[src/rtl/blink_sequencer.sv]
// Sequencing controller for the 4-LED pattern datapath: step-rate prescaler,
// pattern-mode FSM with run/pause, and a one-cycle strobe on every step update.
module blink_sequencer #(
    parameter int DIV_W = 23
) (
    input  logic       CLK,
    input  logic       RST,
    input  logic       UP,
    input  logic       SPD,
    input  logic       HOLD,
    output logic [1:0] MODE,
    output logic [2:0] STEP,
    output logic       STEP_EN,
    output logic [1:0] SPEED,
    output logic       PAUSED
);

    typedef enum logic {
        ST_RUN   = 1'b0,
        ST_PAUSE = 1'b1
    } state_t;

    state_t           state_r;
    state_t           state_s;
    logic [DIV_W-1:0] cnt_r;
    logic [DIV_W-1:0] cnt_s;
    logic [DIV_W-1:0] mask_s;
    logic [1:0]       mode_r;
    logic [1:0]       mode_s;
    logic [1:0]       mode_eff_s;
    logic [1:0]       mode_adv_s;
    logic [1:0]       speed_r;
    logic [1:0]       speed_s;
    logic [2:0]       step_r;
    logic [2:0]       step_s;
    logic [2:0]       last_s;
    logic             step_en_r;
    logic             step_en_s;
    logic             pending_r;
    logic             pending_s;
    logic             tick_s;

    // Prescaler tick and mode helpers; an illegal mode 3 behaves as mode 0.
    always_comb begin
        mask_s     = {DIV_W{1'b1}} >> speed_r;
        tick_s     = ((cnt_r & mask_s) == mask_s) && !SPD;
        mode_eff_s = (mode_r == 2'd3) ? 2'd0 : mode_r;
        last_s     = ((mode_r == 2'd1) || (mode_r == 2'd2)) ? 3'd3 : 3'd5;
        case (mode_r)
            2'd0:    mode_adv_s = 2'd1;
            2'd1:    mode_adv_s = 2'd2;
            2'd3:    mode_adv_s = 2'd1;
            default: mode_adv_s = 2'd0;
        endcase
    end

    // Next-state logic for FSM, step/mode, pending request, speed and prescaler.
    always_comb begin
        state_s   = state_r;
        cnt_s     = cnt_r + DIV_W'(1);
        speed_s   = speed_r;
        mode_s    = mode_r;
        step_s    = step_r;
        step_en_s = 1'b0;
        pending_s = pending_r;

        if (SPD) begin
            speed_s = speed_r + 2'd1;
            cnt_s   = '0;
        end else begin
            speed_s = speed_r;
        end

        case (state_r)
            ST_RUN: begin
                if (tick_s) begin
                    step_en_s = 1'b1;
                    mode_s    = mode_eff_s;
                    if (step_r >= last_s) begin
                        step_s = 3'd0;
                        // Queued or coincident request is applied exactly at the wrap.
                        if (pending_r || UP) begin
                            mode_s    = mode_adv_s;
                            pending_s = 1'b0;
                        end else begin
                            pending_s = pending_r;
                        end
                    end else begin
                        step_s = step_r + 3'd1;
                        if (UP) begin
                            pending_s = 1'b1;
                        end else begin
                            pending_s = pending_r;
                        end
                    end
                end else if (UP) begin
                    pending_s = 1'b1;
                end else begin
                    pending_s = pending_r;
                end
                if (HOLD) begin
                    state_s = ST_PAUSE;
                end else begin
                    state_s = ST_RUN;
                end
            end
            ST_PAUSE: begin
                if (pending_r || UP) begin
                    mode_s    = mode_adv_s;
                    step_s    = 3'd0;
                    step_en_s = 1'b1;
                    pending_s = 1'b0;
                end else begin
                    pending_s = pending_r;
                end
                // Restart the prescaler so the first step after resume is a full period.
                if (HOLD) begin
                    state_s = ST_RUN;
                    cnt_s   = '0;
                end else begin
                    state_s = ST_PAUSE;
                end
            end
            default: begin
                state_s = ST_RUN;
            end
        endcase
    end

    // State and output registers.
    always_ff @(posedge CLK or posedge RST) begin
        if (RST) begin
            state_r   <= ST_RUN;
            cnt_r     <= '0;
            speed_r   <= 2'd0;
            mode_r    <= 2'd0;
            step_r    <= 3'd0;
            step_en_r <= 1'b0;
            pending_r <= 1'b0;
        end else begin
            state_r   <= state_s;
            cnt_r     <= cnt_s;
            speed_r   <= speed_s;
            mode_r    <= mode_s;
            step_r    <= step_s;
            step_en_r <= step_en_s;
            pending_r <= pending_s;
        end
    end

    assign MODE    = mode_r;
    assign STEP    = step_r;
    assign STEP_EN = step_en_r;
    assign SPEED   = speed_r;
    assign PAUSED  = (state_r == ST_PAUSE);

endmodule

[config.mk]
export PLATFORM = sky130hd
export DESIGN_NAME = blink_sequencer
export DESIGN_NICKNAME = d
export VERILOG_FILES = /design/src/rtl/blink_sequencer.sv
export SDC_FILE = /design/constraint.sdc
export NUM_CORES = 1
export LEC_CHECK = 0
export ABC_AREA = 1
export BUFFER_PORTS_ARGS = -buffer_cell sky130_fd_sc_hd__clkbuf_2
export CAP_MARGIN = 5
export CORE_MARGIN = 2
export CORE_UTILIZATION = 51
export CTS_CLUSTER_SIZE = 16
export DETAILED_ROUTE_END_ITERATION = 10
export GPL_ROUTABILITY_DRIVEN = 0
export GPL_TIMING_DRIVEN = 0
export PLACE_DENSITY = 0.69
export SYNTH_ARGS = -nofsm -noshare
export SYNTH_HDL_FRONTEND = slang
export SYNTH_SLANG_ARGS = --single-unit
export TNS_END_PERCENT = 5
[constraint.sdc]
create_clock -name CLK -period 2.2 [get_ports CLK]
set_input_delay 0.11 -clock CLK [delete_from_list [all_inputs] [get_ports CLK]]
set_output_delay 0.11 -clock CLK [all_outputs]
set_load 0.01 [all_outputs]
Word-level counts from Yosys, hierarchy flattened
Cells that the tools add are included.
- bits in registers: 33
- bits in latches: 0
- memory bits (writable): 0
- bits in read-only memories: 0
- output and inout port bits: 9
- word-level logic and storage cells: 53
- memories kept: 0
- add/sub/neg operators: 3
- multipliers: 0
- div/mod/pow operators: 0
- order comparisons: 1
- equal/unequal tests: 6
- shifts and indexed selects: 1
- multiplexer cells: 26
- bitwise logic cells: 2
- reductions and logical operators: 7
- operators by type and width (operator ; count):
    2-to-1 mux 23 bit ; 3
    adder 23 x 1 -> 23 bit, second input constant ; 1
    bitwise AND 23 bit ; 1
    == test 23 bit ; 1
    right shift 23 x 2 -> 23 bit, first input constant ; 1
    2-to-1 mux 3 bit ; 4
    2-to-1 mux 2 bit ; 5
    2-to-1 mux 1 bit ; 8
    one-hot mux 2 bit (2 select lines) ; 2
    one-hot mux 1 bit (2 select lines) ; 3
    one-hot mux 3 bit (2 select lines) ; 1
    == test 2 bit, second input constant ; 2
    adder 3 x 1 -> 3 bit, second input constant ; 1
    >= comparator 3 bit ; 1
    adder 2 x 1 -> 2 bit, second input constant ; 1
    == test 2 x 1 -> 1 bit, second input constant ; 1
    logical NOT 2 bit ; 1
    logical OR 1 bit ; 2
    != test 2 x 1 -> 1 bit, second input constant ; 1
    != test 2 bit, second input constant ; 1
    AND reduction 2 bit ; 1
    OR reduction 2 bit ; 1
    logical AND 1 bit ; 1
    logical NOT 1 bit ; 1
    inverter 1 bit ; 1

Logic depth before layout (Yosys ltp)
Gate-level depths: netlist of run 1.
- word-level depth: 7
- gate-level depth with buffers: 12
- gate-level depth less buffers: 12

Worst setup path after synthesis of run 1
Ideal clock, no wire load.
- path kind: register to register
- from: register mode_r[0], in the netlist MODE[0]
- to: register mode_r[0], in the netlist MODE[0]
- setup time: 0.117 ns
- arrival time: 1.665 ns
- slack: 0.418 ns
- stages on the path, launching flop included: 13
- clock period less this slack: 1.782 ns
- path through: dfrtp_1 -> inv_1 -> ha_1 -> inv_1 -> ha_1 -> a21oi_1 -> nand2_1 -> nand2_1 -> nand2_1 -> nand2_1 -> nand2_1 -> nand2_1 -> nand2_1
- word-level cells in the longest chain between the ends: 7
- elaborated cells on any way between the ends: 15
- those cells by class: 1 x order compare; 3 x eq/ne; 8 x mux; 3 x reduce/logical
- ends and longest elaborated chain (what ; line ; RTL):
    start, declared ; 28 ; logic [1:0] mode_r;
    start signal, assigned ; 144 ; mode_r <= mode_s;
    == test 2 x 1 -> 1 bit, or another cell as far along ; 48, 49 ;
    logical OR 1 bit / OR reduction 2 bit (equally long branches) ; -- ;
    2-to-1 mux 3 bit / one-hot mux 2 bit (2 select lines) (equally long branches) ; 48, 49 ;
    >= comparator 3 bit / 2-to-1 mux 2 bit (equally long branches) ; 79, 82 ;
    2-to-1 mux 2 bit ; 79 ; if (step_r >= last_s) begin
    2-to-1 mux 2 bit ; 76 ; if (tick_s) begin
    one-hot mux 2 bit (2 select lines) * ; 74 ; case (state_r)
Every way passes the cells marked *; elsewhere a longest branch is shown, timed or not. The select of a mux whose other input is x is not followed.
A chain may end at the register's enable or synchronous reset.

Final worst setup path of run 1
- from: register mode_r[0], in the netlist MODE[0]
- to: register mode_r[1], in the netlist MODE[1]
The elaborated chain is that of the path after synthesis.

==> results.txt, run 1 <==
The flow ran to the end, and the final reports show no timing, DRC or antenna violations. The flip-flop and latch count after synthesis came out at 33. The chip width came out at 64.9 um.

The area fraction of the dominant cell type after synthesis is 43.6%. The detailed placement HPWL came out at 2810 um. Adding up every negative setup slack in the final design gives 0 ns.

The diode insertion count for antenna repair is 0. The die covers 4220 um2. Buffers added to address setup during post-CTS repair amount to 0.

The H-tree was split into 2 levels. The worst IR drop on VDD is 0.506 mV. The number of setup violations in the final report is 0.

The root cell of the clock tree is clkbuf_8. The placement row count is 22. Data arrives at the worst endpoint at 2.11 ns.

The smallest clock period supported by the final layout is computed as 1.93 ns. The first-pass GRT wire length came out at 6870 um. The total routing resource utilization after global routing came out at 21.5%.

Timing would allow up to 517 MHz. The first TritonRoute pass finished after 4 iterations. The via count of the first global-routing pass is 1,550. The clock buffer count from CTS came out at 5. For this design the ratio of total power to cell area is 845 nW/um2.

The clock insertion delay at the later pin of the skew report is 0.29 ns. Among all cell types in the netlist, the one instantiated most often is nand2_1. The sequential cell area is 826 um2.

The standard cell area after detailed placement came out at 2020 um2. After synthesis, the share of flip-flops with an asynchronous set or reset is 100%. The final global-route overflow total came out at 0.

Buffers placed on the I/O ports in this run total 13. The post-synthesis cell area is 1890 um2. The register clock-pin slew on the reported worst setup and hold paths came out at 0.07 ns. The hold violation count in the final report came out at 0. Max-cap violations in this run came to 0. The number of nets handed over by synthesis was 256.

Of all cell types, the one taking the most synthesized area is dfrtp_1. The actual slew at the worst max-slew pin came out at 0.706 ns. The worst setup path is launched from a flip-flop. The maximum count of clock buffers along a single path came out at 2. The critical path is of the reg2reg type. The routed layout has 1,614 vias.

The reported leakage power came out at 1.02 nW. The DRC marker count from the first detailed-route iteration came out at 77. The number of filler cells placed in the layout came out at 344. By area the synthesized netlist is led by dfrtp_1, nand2_1, nor2_1, inv_1, nand3_1. The final instance area came out at 2110 um2.

The synthesized design contains 0 enable-type register cells. The worst-case clock skew is 0.00419 ns. The area added between synthesis and finish came out at 11.4%. In this run the remaining antenna-violating nets after routing total 0. The data required time of the worst path is 2.38 ns. After technology mapping, the gate count stands at 243. The worst slew margin relative to its limit is 52.9%. The worst register-to-register path has a setup slack of 0.27 ns. Measured in cells, the most critical reg-to-reg path has a length of 12. The boundary pin count came out at 14. The yosys synthesis warning count came out at 0.

The final max-slew violation count came out at 0. The number of antenna violations at the first check in global routing is 0. STA classifies the critical path endpoint as a flip-flop. The routed design has 3870 um of wire.

The multi-input combinational cells in the finished layout cover a total of 948 um2. The path class of the tightest hold or removal check is in2reg. Of all nets on the critical path, the largest fanout is 5. The most common flop cell mapped by yosys is dfrtp_1. The fraction of the cycle the final worst path needs came out at 88.0%. The sequential share of the synthesized area is 43.6%. The height of the die is 64.9 um. The total area inside the core boundary comes to 3610 um2. The instance count along the most critical hold path is 2. Counting every sink on the clock net gives 33.

The detailed-route wire length per cell is 12.4 um. The maximum number of pins on one net before global-route repair came out at 34. In the routed layout, each cell is associated on average with a via count of 5.16.

By count the netlist is led by nand2_1, nor2_1, dfrtp_1. The synthesized area divided by synthesized cell count came out at 7.80 um2. The remaining design rule violation count is 0. TritonCTS built the clock tree. The final layout contains 277 nets.

The effective utilization at floorplan came out at 52.5%. Setup repair after global routing left no endpoint under its margin. Cells with a size suffix above 1 make up 12.8% of the layout. Synthesis instantiated 27 different standard cells from the library.
[critical path, cell delays in order (launching register included)]
cell and delay (ns):
dfrtp_1 0.40, inv_1 0.06, ha_1 0.33, inv_1 0.06
ha_1 0.29, a21oi_1 0.14, nand2_1 0.14, nand2_1 0.13
nand2_1 0.08, nand2_1 0.06, nand2_1 0.05, nand2_1 0.06
nand2_1 0.04
[layout by cell type, fill, tap and decap left out, types with 2 or more instances in the layout]
cell,count
a21oi_1,14
and3_1,2
clkbuf_1,5
clkbuf_2,13
clkbuf_8,5
dfrtp_1,33
ha_1,8
inv_1,27
inv_2,3
nand2_1,53
nand2_2,2
nand3_1,21
nand3_4,2
nand4_1,6
nor2_1,34
nor2_2,2
nor2_4,3
nor3_1,7
o21ai_0,13
xor2_1,2
[kinds of logic (layout without fill, tap and decap cells)]
group / Yosys count / after routing / share of synthesized area, %
buffers and inverters: 32 / 54 / 6.34
AO/OA/AOI/OAI: 28 / 28 / 7.53
adder cells (fa/ha/maj): 8 / 8 / 5.28
XOR/XNOR: 3 / 3 / 1.39
flip-flops: 33 / 33 / 43.6
AND/OR/NAND/NOR: 139 / 139 / 35.9
[metal layers]
layer  wire [um]  track usage, %
met1        1890            28.8
met2        1680            32.1
met3         189            5.21
met4         113            11.2
met5           0               0
[cell type report]
class	count	area share [%]
timing repair buffer	14	3.56
tap	48	2.85
clock buffer	8	3.80
multi-input combinational	178	45.0
buffer	2	0.356
sequential	33	39.1
inverter	30	5.34
[registers in the layout, summed over array words and instances (netlist names)]
register and count:
PAUSED 1, STEP 3, STEP_EN 1, pending_r 1
MODE 2, SPEED 2, cnt_r 23
[final timing paths]
| check | startpoint | endpoint |
|---|---|---|
| min reg2reg | cnt_r[0]$_DFF_PP0_ | cnt_r[0]$_DFF_PP0_ |
| min in group asynchronous | RST | STEP[2]$_DFFE_PP0P_ |
| max | MODE[0]$_DFFE_PP0P_ | MODE[1]$_DFFE_PP0P_ |
| max in group asynchronous | RST | cnt_r[5]$_DFF_PP0_ |
| min | HOLD | PAUSED$_DFF_PP0_ |
| max reg2reg | MODE[0]$_DFFE_PP0P_ | MODE[1]$_DFFE_PP0P_ |
[repair_timing]
action | CTS | global route
hold buffers | 0 | 1
gates resized for setup | 0 | 0
endpoints found under the hold margin | 0 | 23
[metrics by stage]
| step | setup WS (ns) | power (mW) | std cells | hold slack [ns] | util, % |
|---|---|---|---|---|---|
| after floorplan | 0.418 | 1.19 | 243 | 0.201 | - |
| after global placement | 0.319 | 1.34 | 304 | 0.315 | 56.0 |
| after detailed placement | 0.281 | 1.36 | 304 | 0.320 | 56.0 |
| after CTS | 0.265 | 1.80 | 312 | 0.0178 | 58.2 |
| after global routing | 0.0136 | 1.94 | 313 | 0.0155 | 58.5 |
| final | 0.265 | 1.78 | 313 | 0.0242 | 58.5 |
[power breakdown]
part | leakage, nW | total [mW] | switching, mW | internal, mW
clock network | 0.0395 | 0.438 | 0.213 | 0.225
registers | 0.446 | 0.785 | 0.0885 | 0.696
logic | 0.537 | 0.560 | 0.342 | 0.218
total | 1.02 | 1.78 | 0.644 | 1.14
No activity file was read; power rests on OpenSTA's default activity.
==> run 2, diff against run 1 <==
--- a/config.mk
+++ b/config.mk
@@ -8,13 +8,14 @@
 export ABC_AREA = 1
 export BUFFER_PORTS_ARGS = -buffer_cell sky130_fd_sc_hd__clkbuf_2
 export CAP_MARGIN = 5
-export CORE_MARGIN = 2
+export CORE_MARGIN = 5
 export CORE_UTILIZATION = 51
 export CTS_CLUSTER_SIZE = 16
 export DETAILED_ROUTE_END_ITERATION = 10
 export GPL_ROUTABILITY_DRIVEN = 0
-export GPL_TIMING_DRIVEN = 0
+export GPL_TIMING_DRIVEN = 1
 export PLACE_DENSITY = 0.69
+export REMOVE_ABC_BUFFERS = 1
 export SYNTH_ARGS = -nofsm -noshare
 export SYNTH_HDL_FRONTEND = slang
 export SYNTH_SLANG_ARGS = --single-unit
==> run 2 against run 1 <==
  * Sequential share of layout area down 0.18 points
  * Clock power down 0.9%
  * Design area up 0.47%
  * Global-route usage down 5.2 points
  * Wire length down 1.7%
  * Non-clock buffer count unchanged
  * Combinational power up 2%
  * Sequential power about the same
  * Largest power group unchanged
  * Highest routed layer unchanged
==> results.txt, run 2 (synthesis gave the netlist of run 1 again) <==
The met2 demand-to-capacity share in global routing came out at 24.1% (-8.0 points). The area added between synthesis and finish is 11.9%. The placeable core area is 3630 um2 (+0.76%). The met1 track demand over resource came out at 23.1% (-5.7 points). The number of setup violations in the final report is 0 (unchanged). The fraction of the cycle the final worst path needs came out at 87.6% (-0.38 points). The post-detailed-routing wire length came to 3810 um (-1.7%). The number of buffer cells added on primary ports is 13 (unchanged).

The first-pass GRT wire length was 6610 um (-3.8%). After global routing, the most crowded layer is met2. The worst slew margin relative to its limit came to 62.0% (+9.1 points). The count of clock tree sinks was 33 (unchanged). The level count of the clock H-tree is 2 (unchanged). The overall power after layout came out at 1.79 mW (+0.53%).

The final global-route overflow total is 0 (unchanged). The number of nets in the layout is 277 (unchanged). The fmax is 519 MHz (+0.44%).

The final design utilization came out at 58.3% (-0.17 points). The clock insertion delay at the later pin of the skew report is 0.28 ns (about the same). The effective utilization at floorplan was 52.1% (-0.40 points).

The launch instance of the worst register-to-register path is MODE[0]$_DFFE_PP0P_. The clock buffer count from CTS is 5 (unchanged). The flow ran to the end, and the final reports show no timing, DRC or antenna violations. The number of maximum-capacitance violations came to 0 (unchanged). The maximum fanout along the worst path came out at 5 (unchanged). The number of nets with antenna violations after routing is 0 (unchanged). The die outline area came out at 5030 um2 (+19%). The chip width is 70.9 um (+9.2%). The data required time of the worst path came out at 2.38 ns (about the same). The DRC marker count from the first detailed-route iteration is 112 (+45%). The time the worst path needs with I/O delays and setup is 1.93 ns (-0.00841 ns). The met3 routing resource usage after global routing came out at 4.55% (-0.66 points).

The number of flip-flops in the largest register is 23 (unchanged). The boundary pin count is 14 (unchanged). In this run the most critical hold path is launched from HOLD. The sequential cell fraction of total power came out at 43.9% (about the same). The detailed-route wire length per cell came out at 12.2 um (-1.7%). The standard cell area after detailed placement came out at 2030 um2 (+0.37%). The number of antenna violations at the first check in global routing was 0 (unchanged).

The remaining design rule violation count is 0 (unchanged). The register clock-pin slew on the reported worst setup and hold paths came out at 0.07 ns (about the same). The reported net switching power came out at 0.653 mW (+1.4%). The switching fraction of total power is 36.4% (+0.33 points). The worst IR drop on VDD came out at 0.607 mV (+20%).

The setup total negative slack came out at 0 ns (unchanged). The worst-case clock skew came out at 0.00609 ns (+0.00190 ns). The kind of critical path is reg2reg. The count of TritonRoute iterations in the first routing pass is 4 (unchanged). The start point of the critical path is MODE[0]$_DFFE_PP0P_. The height of the die is 70.9 um (+9.2%). The placement row count is 22 (unchanged). The total routing resource utilization after global routing came to 16.3% (-5.2 points). The maximum number of pins on one net before global-route repair came to 34 (unchanged). The worst setup path is launched from a flip-flop. The total via count in the routed design is 1,579 (-2.2%). The hold violation count in the final report is 0 (unchanged). The maximum count of clock buffers along a single path is 2 (unchanged). The share of post-route cells with drive strength above 1 came out at 14.0% (+1.1 points).

The reported leakage power came out at 1.04 nW (+1.4%). The final max-slew violation count came out at 0 (unchanged). TritonCTS built the clock tree. The worst setup path is captured at a flip-flop.

The internal power is 1.14 mW (about the same). The cell sitting at the root of the clock tree is a clkbuf_8. The part of the power in combinational logic came out at 31.8% (+0.4 points). The post-placement cell count came out at 304 (unchanged). The via count of the first global-routing pass was 1,470 (-5.2%). Setup repair after global routing left no endpoint under its margin. The actual slew at the worst max-slew pin came to 0.566 ns (-0.140 ns). The final cell count without fillers came out at 313 (unchanged). The proportion of power drawn by the clock network is 24.2% (-0.3 points). The via density per instance is 5.04 (-2.2%). The top cell types in the final layout, fill and taps aside, are nand2_1, nor2_1, dfrtp_1. The final instance area came out at 2120 um2 (+0.47%). The detailed placement HPWL is 2780 um (-0.91%). The diode insertion count for antenna repair came out at 0 (unchanged).

The library cell used most frequently in the layout, excluding fill and tap cells, is nand2_1. The power density over the cells was 846 nW/um2 (about the same). cnt_r holds more flip-flops than any other register. In this run the worst hold path is classified as in2reg. The number of buffers added for setup after CTS is 0 (unchanged). The arrival time at the worst endpoint is 2.10 ns (about the same).
[run 2: cell count changes in the layout (fill, tap and decap cells not counted), sizes merged]
cell,change
buf,+2
clkbuf,-4
clkinv,+2
[run 2: power by group through the flow]
stage | clock network, mW | registers (mW) | logic, mW
final | 0.434 | 0.787 | 0.570
after floorplan | 0 | 0.816 | 0.366
after global routing | 0.479 | 0.804 | 0.666
after global placement | 0 | 0.793 | 0.553
after CTS | 0.442 | 0.789 | 0.576
after detailed placement | 0 | 0.800 | 0.570
[run 2: layout make-up]
class,instances,area [um2]
Sequential cell,33,826
Tap cell,48,60.1
Timing Repair Buffer,16,90.1
Clock buffer,6,72.6
Inverter,30,113
Multi-Input combinational cell,178,948
Fill cell,356,1510
Clock inverter,2,10.0
[run 2: worst paths after layout]
check,slack [ns],end,cells after the start
worst max-delay path,0.27,MODE[1]$_DFFE_PP0P_,12
worst min-delay path,0.03,PAUSED$_DFF_PP0_,2
worst max register to register,0.27,MODE[1]$_DFFE_PP0P_,12
worst min register to register,0.51,cnt_r[16]$_DFF_PP0_,1
max in group asynchronous,1.46,PAUSED$_DFF_PP0_,4
min in group asynchronous,0.44,cnt_r[12]$_DFF_PP0_,4
[run 2: timing repair]
| action | 4_1_cts | 5_1_grt |
|---|---|---|
| hold endpoints to repair | 33 | 0 |
| hold buffers | 1 | 0 |
| gates resized for setup | 0 | 0 |
[run 2: stage by stage]
stage | hold slack, ns | setup slack [ns]
after CTS | 0.0237 | 0.286
after global routing | 0.0219 | 0.0344
after detailed placement | 0.204 | 0.303
final | 0.0311 | 0.273
after global placement | 0.203 | 0.404
after floorplan | 0.201 | 0.418
[run 2: worst max-delay path: stages (launching register included)]
cell,delay [ns]
dfrtp_1,0.39
inv_1,0.06
ha_1,0.32
inv_1,0.05
ha_1,0.28
a21oi_1,0.16
nand2_1,0.13
nand2_1,0.13
nand2_1,0.08
nand2_1,0.07
nand2_1,0.04
nand2_1,0.06
nand2_1,0.05
[run 2: layer usage]
metal  part of all wire, %  vias to the layer above
li1                      -                      832
met1                    51                      714
met2                    43                       25
met3                   4.0                        8
met4                   1.7                        0
met5                     0                        -
